===== src/rtl/dec_3to8_seq.sv =====
// Buffered 3-to-8 decoder: codes arrive over valid/ready into a small FIFO and
// are shown one at a time as one-hot patterns, each held for HOLD cycles.
module dec_3to8_seq #(
  parameter int unsigned DEPTH = 4,
  parameter int unsigned HOLD  = 3
) (
  input  logic                       clk,
  input  logic                       rst,
  input  logic [2:0]                 x,
  input  logic                       x_valid,
  output logic                       x_ready,
  output logic [7:0]                 y,
  output logic                       y_valid,
  output logic [$clog2(DEPTH):0]     count
);

  localparam int unsigned AW = $clog2(DEPTH);
  localparam int unsigned CW = AW + 1;
  localparam int unsigned TW = (HOLD > 1) ? $clog2(HOLD) : 1;

  typedef enum logic {IDLE, SHOW} state_t;

  logic [2:0]    mem_q [DEPTH];
  logic [AW-1:0] wr_ptr_q, rd_ptr_q;
  logic [CW-1:0] count_q;
  state_t        state_q, state_d;
  logic [7:0]    y_q, y_d;
  logic          y_valid_q, y_valid_d;
  logic [TW-1:0] timer_q, timer_d;
  logic          push, pop;

  // Ready depends only on occupancy, so a pop never lets a push through early.
  assign x_ready = (count_q != CW'(DEPTH));
  assign push    = x_valid & x_ready;

  always_ff @(posedge clk) begin
    if (push) mem_q[wr_ptr_q] <= x;
  end

  always_ff @(posedge clk or posedge rst) begin
    if (rst) begin
      wr_ptr_q  <= '0;
      rd_ptr_q  <= '0;
      count_q   <= '0;
      state_q   <= IDLE;
      y_q       <= '0;
      y_valid_q <= 1'b0;
      timer_q   <= '0;
    end else begin
      if (push) wr_ptr_q <= wr_ptr_q + AW'(1);
      if (pop)  rd_ptr_q <= rd_ptr_q + AW'(1);
      case ({push, pop})
        2'b10:   count_q <= count_q + CW'(1);
        2'b01:   count_q <= count_q - CW'(1);
        default: count_q <= count_q;
      endcase
      state_q   <= state_d;
      y_q       <= y_d;
      y_valid_q <= y_valid_d;
      timer_q   <= timer_d;
    end
  end

  always_comb begin
    state_d   = state_q;
    y_d       = y_q;
    y_valid_d = y_valid_q;
    timer_d   = timer_q;
    pop       = 1'b0;
    case (state_q)
      IDLE: begin
        if (count_q != '0) begin
          pop       = 1'b1;
          y_d       = 8'd1 << mem_q[rd_ptr_q];
          y_valid_d = 1'b1;
          timer_d   = TW'(HOLD - 1);
          state_d   = SHOW;
        end
      end
      SHOW: begin
        if (timer_q != '0) begin
          timer_d = timer_q - TW'(1);
        end else if (count_q != '0) begin
          // Chain straight into the next code so there is no blank cycle.
          pop       = 1'b1;
          y_d       = 8'd1 << mem_q[rd_ptr_q];
          timer_d   = TW'(HOLD - 1);
        end else begin
          y_d       = '0;
          y_valid_d = 1'b0;
          state_d   = IDLE;
        end
      end
      default: state_d = IDLE;
    endcase
  end

  assign y       = y_q;
  assign y_valid = y_valid_q;
  assign count   = count_q;

endmodule


===== config.mk =====
export PLATFORM = sky130hd
export DESIGN_NAME = dec_3to8_seq
export DESIGN_NICKNAME = d
export VERILOG_FILES = /design/src/rtl/dec_3to8_seq.sv
export SDC_FILE = /design/constraint.sdc
export NUM_CORES = 1
export LEC_CHECK = 0
export ABC_AREA = 0
export BUFFER_PORTS_ARGS = -buffer_cell sky130_fd_sc_hd__buf_2
export CORE_MARGIN = 5
export CORE_UTILIZATION = 45
export DETAILED_ROUTE_END_ITERATION = 6
export HOLD_SLACK_MARGIN = 0.12
export SYNTH_ARGS = -nofsm -noshare
export SYNTH_HDL_FRONTEND = slang
export SYNTH_SLANG_ARGS = --single-unit

===== constraint.sdc =====
create_clock -name clk -period 3.2 [get_ports clk]
set_input_delay 0.48 -clock clk [delete_from_list [all_inputs] [get_ports clk]]
set_output_delay 0.48 -clock clk [all_outputs]
set_load 0.02 [all_outputs]

---- Word level (Yosys, flattened, before mapping) ----
Memory sizes are Yosys's and may differ from the RTL's.
Index checks and enable logic that the tools add are counted.
storage, ports and cells
  bits in registers ....................... 19
  logic and storage cells ................. 46
  memory bits (writable) .................. 12
  input bits .............................. 6
  output and inout bits ................... 13
  memories kept ........................... 1
memory list
  memory  words  width  read ports  clocked after memory_dff  write ports  line  source
  mem_q   4      3      1           0                         1            23    logic [2:0] mem_q [DEPTH];
cells by class
  bitwise gates (word level) .............. 2
  eq/ne operators ......................... 6
  add/subtract/negate cells ............... 5
  reduce and logical (&&, ||, !) cells .... 5
  muxes and demuxes ....................... 19
  shift operators ......................... 1
operators with widths
  cell                 count
  $mux 8               3
  $pmux 8 s2           1
  $mux 1               8
  $shl 1x3->8 const A  1
  $ne 2x2->1 const B   3
  $pmux 1 s2           3
  $pmux 3 s2           1
  $add 2x1->2 const B  2
  $mux 2               2
  $pmux 2 s2           1
  $reduce_bool 2->1    2
  $add 3x1->3 const B  1
  $ne 3x3->1 const B   1
  $reduce_and 3->1     1
  $reduce_bool 3->1    1
  $sub 3x1->3 const B  1
  $eq 2x1->1 const B   1
  $eq 2x2->1 const B   1
  $reduce_and 2->1     1
  $sub 2x1->2 const B  1
  $and 1x1->1          1
  $not 1->1            1

---- Depth between registers and ports, before layout ----
Gate-level depths: netlist of the first run.
  word-level depth ........................ 6
  depth in mapped cells ................... 8
  depth with buffers taken out ............ 8

---- Worst setup path before layout of the first run ----
OpenSTA, ideal clock, no wires.
  path type ............................... reg2reg
  start point ............................. register count_q[0], in the netlist count[0]
  end point ............................... register count_q[1], in the netlist count[1]
  setup time .............................. 0.125 ns
  arrival ................................. 2.068 ns
  required time ........................... 3.075 ns
  path slack .............................. 1.008 ns
  buffers on the path ..................... 0
  period minus slack after synthesis ...... 2.192 ns
  stages on the path, launching flop included .. 7
  path through ............................ dfrtp_1 > or3b_4 > and2_4 > inv_1 > ha_1 > fa_1 > mux2_2
between the ends
  elaborated cells on any way between the ends .. 12
  those cells by class .................... 2 x add/sub; 3 x eq/ne; 4 x mux; 1 x bitwise; 2 x reduce/logical
RTL lines
  what                                             line  source
  from (decl)                                      25    logic [CW-1:0] count_q;
  from (signal assigned)                           53    2'b10: count_q <= count_q + CW'(1);
  from (signal assigned)                           54    2'b01: count_q <= count_q - CW'(1);
  from (signal assigned)                           55    default: count_q <= count_q;
  $ne 3x3->1 (*)                                   33    assign x_ready = (count_q != CW'(DEPTH));
  via x_ready                                      11    output logic x_ready,
  $and 1x1->1 (*)                                  34    assign push = x_valid & x_ready;
  $eq 2x1->1 or $eq 2x2->1 (tied branches)         52    case ({push, pop})
  $pmux 3 s2 or $reduce_bool 2->1 (tied branches)  --
Mark *: on every way through the listed nets, which the timed path passes. The rest lies on a longest branch.
A chain may end at the register's enable or synchronous reset.

---- Final worst setup path of the first run ----
  start point ............................. register count_q[0], in the netlist count[0]
  end point ............................... register count_q[2], in the netlist count[2]
between the ends
  cells in the longest elaborated chain, start to end .. 6
  elaborated cells on any way between the ends .. 12
  those cells by class .................... 2 x add/sub; 3 x eq/ne; 4 x mux; 1 x bitwise; 2 x reduce/logical
RTL lines
  what                                             line    source
  $reduce_bool 3->1 (*)                            72, 83
  $mux 1 (*)                                       72, 83
  $mux 1                                           81      if (timer_q != '0) begin
  $pmux 1 s2 (*)                                   70      case (state_q)
  via pop                                          30      logic push, pop;
  $eq 2x1->1 or $eq 2x2->1 (tied branches)         52
  $pmux 3 s2 or $reduce_bool 2->1 (tied branches)  --
Marked as above.

==> results.toml, run 1 <==
[logic_synthesis]
synth_most_common_cell = "dfrtp_1"
synth_top_area_cell = "dfrtp_1"
avgSynthCellArea_um2 = 14.6
synth_commonest_cells = "19 x dfrtp_1, 12 x edfxtp_1, 7 x inv_1"
synth_area_leaders = "dfrtp_1 35%, edfxtp_1 26%, mux4_2 4.9%"
synthCells = 94
synth_edf_count = 12
syn_area_um2 = 1380
ys.flop_type = "dfrtp_1"
synth_warnings = 0
synth-seq-cells = 31
async_flop_share_pct = 61.3
synth_nets = 106
ys_types = 32
synthDominantCellAreaShare_pct = 34.5
yosysSeqAreaShare_pct = 60.7

[place]
hpwl_um = 1740
port_buffers = 18
globalplace.congestion = 0.751

[worst_setup_path]
cp_max_fo = 6
critical_path_class = "reg -> reg"
cp_common_cell = "nor2_1"
cp_top_family = "simple AND/OR/NAND/NOR gates"
r2r_setup_slack_ps = 990
worstReg2RegEnd = "count[2]"
crit_chain = "nor3_2 -> nor2_1 -> ha_1 -> fa_1 -> xnor2_1 -> nor2_1 -> xor2_1"
start_kind = "register"
worst-endpoint-required_ps = 3450
r2r-start = "count[0]"
critPathSlowestCell = "dfrtp_1"
reg2regPathDepth = 7
worstSetupEndpointType = "register"
slowest_delay_ps = 470
critPathBufInv = 0
worstPathArrival_ps = 2460

[run]
cap_viol_max_count = 0

[sta]
grt_setup_unrepaired = "false"
maxSlewViolCount = 0
setup_viol = 0
hold_viol_final = 0
finClkSkew_ps = 15.2
fin_crit_ps = 2210
fin_tns_setup_ps = 0
relSlewSlack_pct = 53.6
tightestPinTransition_ps = 695
fmax_mhz = 453
finalCritPeriodShare_pct = 69.0

[final_layout]
drive_gt1_share_pct = 31.4
diodes = 0
areaGrowthSynthToFinish_pct = 12.8
nFillCells = 269
final_nets = 129

[cts]
post_cts_buffers = 0
cts_buffer_depth = 2
path_clk_slew_ps = 100
cts_resized = 0
root_buffer = "clkbuf_4"
htree_levels = 2
cts.sinks = 31
cts_buffers = 5
cts_hold_buf = 0
clkLatencyLatePin_ps = 320
cts_tree = "built"

[floorplan]
core_area_um2 = 3000
placementRows = 20
die_y_um = 65.3
initial_core_util_pct = 45.8
pin_count = 19
fp.dieArea_um2 = 4260
die_w_um = 65.3

[power_and_ir_drop]
power-per-cell-area_nw_per_um2 = 1020
peakVddDrop_mv = 0.459
total_power_mw = 1.58
leakage_nw = 0.698

[global_routing]
grt_max_degree = 20
antenna_found_initial = 0
grt_overflow_total = 0
grt_util_all_layers_pct = 13.0
grt_pass1_wl_um = 4130
grt_pass1_vias = 913

[detailed_routing]
detail_route.first_pass.iterations = 4
initialDrtViolationCount = 30
wl_per_cell_um = 14.9
wl_met2_um = 1120
drt_wl_total_um = 2250
top_layer = "met4"
viasPerCell = 5.39
vias = 814
drc_errors = 0
met1_length_um = 976
wl_met3_um = 106
ant_nets = 0

[run_status]
run_status = "finished, final reports clean"

[hold_path]
hold_path_class = "in -> async"
worst reg2reg max path, stage by stage (launching register included):
cell	delay (ps)
dfrtp_1	470
nor3_2	470
nor2_1	160
ha_1	250
fa_1	390
xnor2_1	140
nor2_1	110
xor2_1	150
registers in the layout, summed over array words and instances, names as in the netlist:
signal / count
wr_ptr_q: 2
mem_q: 12
count: 3
y_valid: 1
state_q: 1
timer_q: 2
rd_ptr_q: 2
y: 8
power by group:
| part | switching [mW] | leakage [nW] | internal, mW |
|---|---|---|---|
| combinational | 0.384 | 0.318 | 0.308 |
| sequential | 0.119 | 0.345 | 0.543 |
| clock | 0.120 | 0.0353 | 0.106 |
| total | 0.624 | 0.698 | 0.957 |
area by class of cell:
class	count	area (µm²)	share of cell area, %
clock buffers	7	55.1	3.55
multi-input cells	54	499	32.2
well taps	33	41.3	2.66
clock inverters	1	5.00	0.322
flip-flops and latches	31	836	53.8
inverters	7	26.3	1.69
repair buffers	18	90.1	5.80
layout by cell type, fill, tap and decap left out:
cell,synthesis,layout
dfrtp_1,19,19
buf_2,0,18
edfxtp_1,12,12
inv_1,7,7
ha_1,5,5
clkbuf_4,0,5
xnor2_1,4,4
nor2_1,4,4
a32o_1,4,4
and3_1,4,4
mux4_2,3,3
xor2_1,3,3
nand2_1,3,3
nor3_2,2,2
a32o_2,2,2
a21oi_1,2,2
nand3_1,2,2
o2bb2ai_1,2,2
or3b_4,1,1
and2_4,1,1
o21a_1,1,1
nor3_4,1,1
or3_1,1,1
mux2i_2,1,1
a31oi_1,1,1
o21ai_0,1,1
nand3b_1,1,1
o21ai_1,1,1
mux2_1,1,1
nand2b_1,1,1
mux2_2,1,1
fa_1,1,1
clkinv_2,0,1
clkbuf_1,1,1
clkbuf_8,0,1
kinds of logic after synthesis:
group	Yosys count	share of synthesized area, %
multiplexers	6	7.54
buffers and inverters	9	3.00
adder cells (fa/ha/maj)	6	6.00
XOR/XNOR	7	4.45
AO/OA/AOI/OAI	14	8.27
flip-flops	31	60.7
AND/OR/NAND/NOR	21	10.0
worst max-delay path by stage:
stage	startpoint	end	slack (ps)	cells past startpoint
final	count[0]	count[2]	990	7
after global routing	count[0]	count[2]	810	7
after CTS	count[0]	count[2]	950	7
after detailed placement	count[0]	count[2]	970	7
after global placement	count[0]	count[1]	1060	6
after floorplan	count[0]	count[1]	1010	6
routing by layer:
metal  track usage, %  up-vias
met2             21.7       18
met4             6.22        0
li1                 -      399
met5                0        -
met3             4.44        6
met1             14.8      391
through the flow:
step	instance area, µm²	std cells	setup WS [ps]	hold slack (ps)	utilization, %
floorplan	1380	94	1010	431	-
detailed placement	1490	143	970	469	49.7
finish	1550	151	991	251	51.7
global placement	1490	143	1060	468	49.7
global route	1550	151	809	319	51.7
CTS	1550	151	949	280	51.7
Power figures use the tool's default switching activity.
==> run 2, diff against run 1 <==
Clock period 3.2 ns to 2.1 ns, I/O delays scaled along.
==> results.toml, run 2 (same netlist as run 1, synthesis figures left out) <==
[worst_setup_path]
r2r_setup_slack_ps = 110
start_kind = "register"
worstPathArrival_ps = 2200
worstSetupEndpointType = "register"
critical_path_class = "reg -> reg"
cp_max_fo = 6
worst-endpoint-required_ps = 2310

[final_layout]
diodes = 0
top_register = "mem_q"
layout_commonest_cell = "buf_2"
areaGrowthSynthToFinish_pct = 15.7
drive_gt1_share_pct = 36.9
largest_register_ffs = 12
final_nets = 133
final_cell_mix = "18 x buf_2, 16 x dfrtp_1, 12 x edfxtp_1, 6 x inv_1, 5 x clkbuf_4"

[global_routing]
grt_pass1_wl_um = 4000
grt_overflow_total = 0
grt_pass1_vias = 865
antenna_found_initial = 0
grt_util_all_layers_pct = 12.9
grt_max_degree = 20

[detailed_routing]
vias = 821
viasPerCell = 5.30
drt_wl_total_um = 2240
ant_nets = 0
drc_errors = 0
initialDrtViolationCount = 25
wl_per_cell_um = 14.4
detail_route.first_pass.iterations = 4

[cts]
htree_levels = 2
cts.sinks = 31
clkLatencyLatePin_ps = 320
cts_hold_buf = 0
cts_buffer_depth = 2
post_cts_buffers = 0
root_buffer = "clkbuf_4"
cts_resized = 0
cts_tree = "built"
path_clk_slew_ps = 90
cts_buffers = 5

[floorplan]
placementRows = 20
die_y_um = 65.3
pin_count = 19
core_area_um2 = 3000
fp.dieArea_um2 = 4260
initial_core_util_pct = 45.8
die_w_um = 65.3

[sta]
setup_viol = 0
hold_slack_ps = 103
fmax_mhz = 502
fin_tns_setup_ps = 0
fin_ws_ps = 107
tightestPinTransition_ps = 741
relSlewSlack_pct = 50.5
finClkSkew_ps = 8.02
finalCritPeriodShare_pct = 94.9
fin_crit_ps = 1990
hold_viol_final = 0
maxSlewViolCount = 0
grt_setup_unrepaired = "false"

[power_and_ir_drop]
p_switching_mw = 0.959
leakage_nw = 0.711
peakVddDrop_mv = 0.791
total_power_mw = 2.48
power-per-cell-area_nw_per_um2 = 1550
power_frac_comb_pct = 47.8
sw_frac_of_total_pct = 38.7
p_seq_share_pct = 39.3
power_frac_clock_pct = 12.8
power.internal_mw = 1.52

[place]
hpwl_um = 1690
globalplace.congestion = 0.713
dpl_worst_slack_ps = 114
port_buffers = 18

[run_status]
run_status = "finished, final reports clean"

[run]
cap_viol_max_count = 0

[hold_path]
hold_path_class = "in -> async"
run 2: area by class of cell:
cell class,instances,area (µm²)
Fill cell,262,1410
Clock buffer,7,45.0
Sequential cell,31,840
Multi-Input combinational cell,54,515
Clock inverter,1,5.00
Inverter,7,26.3
Timing Repair Buffer,22,120
Tap cell,33,41.3
run 2: path summary, 6_finish.rpt:
kind	from	endpoint	cells past startpoint
max	count[1]	count[1]	6
min	rst	state_q	2
max reg2reg	count[1]	count[1]	6
min reg2reg	y[7]	y[7]	1
max in group asynchronous	rst	count[2]	2
min in group clk	x[2]	mem_q[2][2]	1
run 2: critical path: stages (launching register included):
cell and delay, ps:
dfrtp_2 410, or3b_4 430, and2_4 170, inv_2 60, ha_4 140, fa_1 410
mux2_4 270
run 2: stage by stage:
stage | util [%] | instance area [µm²] | cells
floorplan | - | 1400 | 94
global placement | 51.4 | 1540 | 147
detailed placement | 51.4 | 1540 | 147
CTS | 53.0 | 1590 | 155
global route | 53.0 | 1590 | 155
finish | 53.0 | 1590 | 155
run 2: power by group through the flow:
stage	Clock [mW]	Sequential (mW)	Combinational, mW
after floorplan	0	1.06	0.843
after global placement	0	0.980	1.19
after detailed placement	0	0.991	1.20
after CTS	0.330	0.981	1.21
after global routing	0.371	1.01	1.32
final	0.318	0.974	1.19
run 2: routing by layer:
metal / track usage (%) / vias to the layer above / part of all wire (%)
li1: - / 399 / -
met4: 6.99 / 0 / 2.3
met1: 14.7 / 399 / 43
met3: 4.27 / 6 / 4.6
met2: 21.2 / 17 / 50
met5: 0 / - / 0
==> run 3, diff against run 2 <==
Settings changed: CORE_ASPECT_RATIO set to 0.8, CORE_MARGIN 5 to unset, RECOVER_POWER set to 100.
==> results.toml, run 3 (same netlist as run 1, synthesis figures left out) <==
[detailed_routing]
viasPerCell = 5.13
drt_wl_total_um = 2280
initialDrtViolationCount = 20
wl_per_cell_um = 14.2
ant_nets = 0
drc_errors = 0
detail_route.first_pass.iterations = 4
vias = 826

[worst_setup_path]
worstSetupEndpointType = "register"
worstPathArrival_ps = 2160
worst-endpoint-required_ps = 2250
cp_top_family = "simple AND/OR/NAND/NOR gates"
critPathBufInv = 1
critical_path_class = "reg -> reg"
r2r-start = "count[1]"
critPathSlowestCell = "or3b_4"
startpoint = "count[1]"
slowest_delay_ps = 430
start_kind = "register"
r2r_setup_slack_ps = 90
crit_chain = "or3b_4 -> and2_4 -> inv_2 -> ha_4 -> fa_1 -> mux2_4"
cp_max_fo = 6

[global_routing]
grt_pass1_wl_um = 3910
grt_pass1_vias = 868
grt_max_degree = 20
antenna_found_initial = 0
grt_overflow_total = 0
grt_util_all_layers_pct = 16.5

[cts]
cts.sinks = 31
cts_buffer_depth = 2
post_cts_buffers = 0
clkLatencyLatePin_ps = 280
htree_levels = 2
cts_hold_buf = 0
root_buffer = "clkbuf_8"
cts_resized = 0
path_clk_slew_ps = 70
cts_buffers = 5
cts_tree = "built"

[floorplan]
core_area_um2 = 2830
fp.dieArea_um2 = 3290
placementRows = 17
die_w_um = 63.8
initial_core_util_pct = 48.7
pin_count = 19
die_y_um = 51.5

[sta]
fin_crit_ps = 2010
maxSlewViolCount = 0
relSlewSlack_pct = 51.5
finalCritPeriodShare_pct = 95.6
fmax_mhz = 498
finClkSkew_ps = 8.79
setup_viol = 0
tightestPinTransition_ps = 727
hold_viol_final = 0
fin_tns_setup_ps = 0
grt_setup_unrepaired = "false"

[run_status]
run_status = "finished, final reports clean"

[place]
hpwl_um = 1660
dp_cells = 153
port_buffers = 18
postPlaceCellArea_um2 = 1560
globalplace.congestion = 0.720

[final_layout]
largest_register_ffs = 12
final_cell_mix = "18 x clkbuf_1, 16 x dfrtp_1, 12 x edfxtp_1, 6 x inv_1, 6 x clkbuf_8"
areaGrowthSynthToFinish_pct = 17.6
top_register = "mem_q"
drive_gt1_share_pct = 22.8
layout.cells.non_filler = 161
diodes = 0
nFillCells = 247
layout_commonest_cell = "clkbuf_1"
final_nets = 134
fin_area_um2 = 1620

[power_and_ir_drop]
peakVddDrop_mv = 0.947
p_switching_mw = 0.994
sw_frac_of_total_pct = 37.8
power_frac_clock_pct = 17.8
power.internal_mw = 1.63
leakage_nw = 0.677
p_seq_share_pct = 37.3
power_frac_comb_pct = 44.8
power-per-cell-area_nw_per_um2 = 1620

[hold_path]
hold_path_class = "in -> async"

[run]
cap_viol_max_count = 0
[run 3: worst register-to-register path, stage by stage, from the launching register on]
cell     delay (ps)
dfrtp_2         400
or3b_4          430
and2_4          170
inv_2            60
ha_4            140
fa_1            410
mux2_4          280
[run 3: final cells by class]
type	count	area, µm²	share of cell area [%]
clock buffer	7	86.3	5.33
clock inverter	1	5.00	0.309
inverter	7	26.3	1.62
multi-input combinational	54	510	31.5
sequential	31	840	51.9
tap	38	47.5	2.94
timing repair buffer	23	104	6.41
[run 3: final timing paths]
check                         endpoint  depth (start not counted)
min                               y[1]                          2
max                           count[1]                          6
min reg2reg                       y[1]                          1
max reg2reg                   count[1]                          6
max in group asynchronous     count[0]                          2
min in group clk           mem_q[0][0]                          1
[run 3: metal layers]
layer	vias to the layer above	share of wire (%)	global-route usage (%)
met5	-	0	0
met4	0	1.1	6.82
met3	4	4.9	5.80
met2	22	47	27.3
met1	400	47	19.7
li1	400	-	-
[run 3: through the flow]
stage	util, %	hold WS [ps]	power [mW]	setup WS [ps]
after floorplan	-	266	1.90	10.5
after global placement	55.0	468	2.19	145
after detailed placement	55.0	475	2.23	95.5
after CTS	58.2	188	2.70	85.3
after global routing	57.2	223	2.83	45.5
final	57.2	156	2.63	92.6
[run 3: power groups by stage]
stage / Combinational, mW / Clock, mW / Sequential (mW)
final: 1.18 / 0.468 / 0.981
after floorplan: 0.843 / 0 / 1.06
after global placement: 1.20 / 0 / 0.983
after CTS: 1.23 / 0.483 / 0.982
after detailed placement: 1.23 / 0 / 0.995
after global routing: 1.31 / 0.505 / 1.01
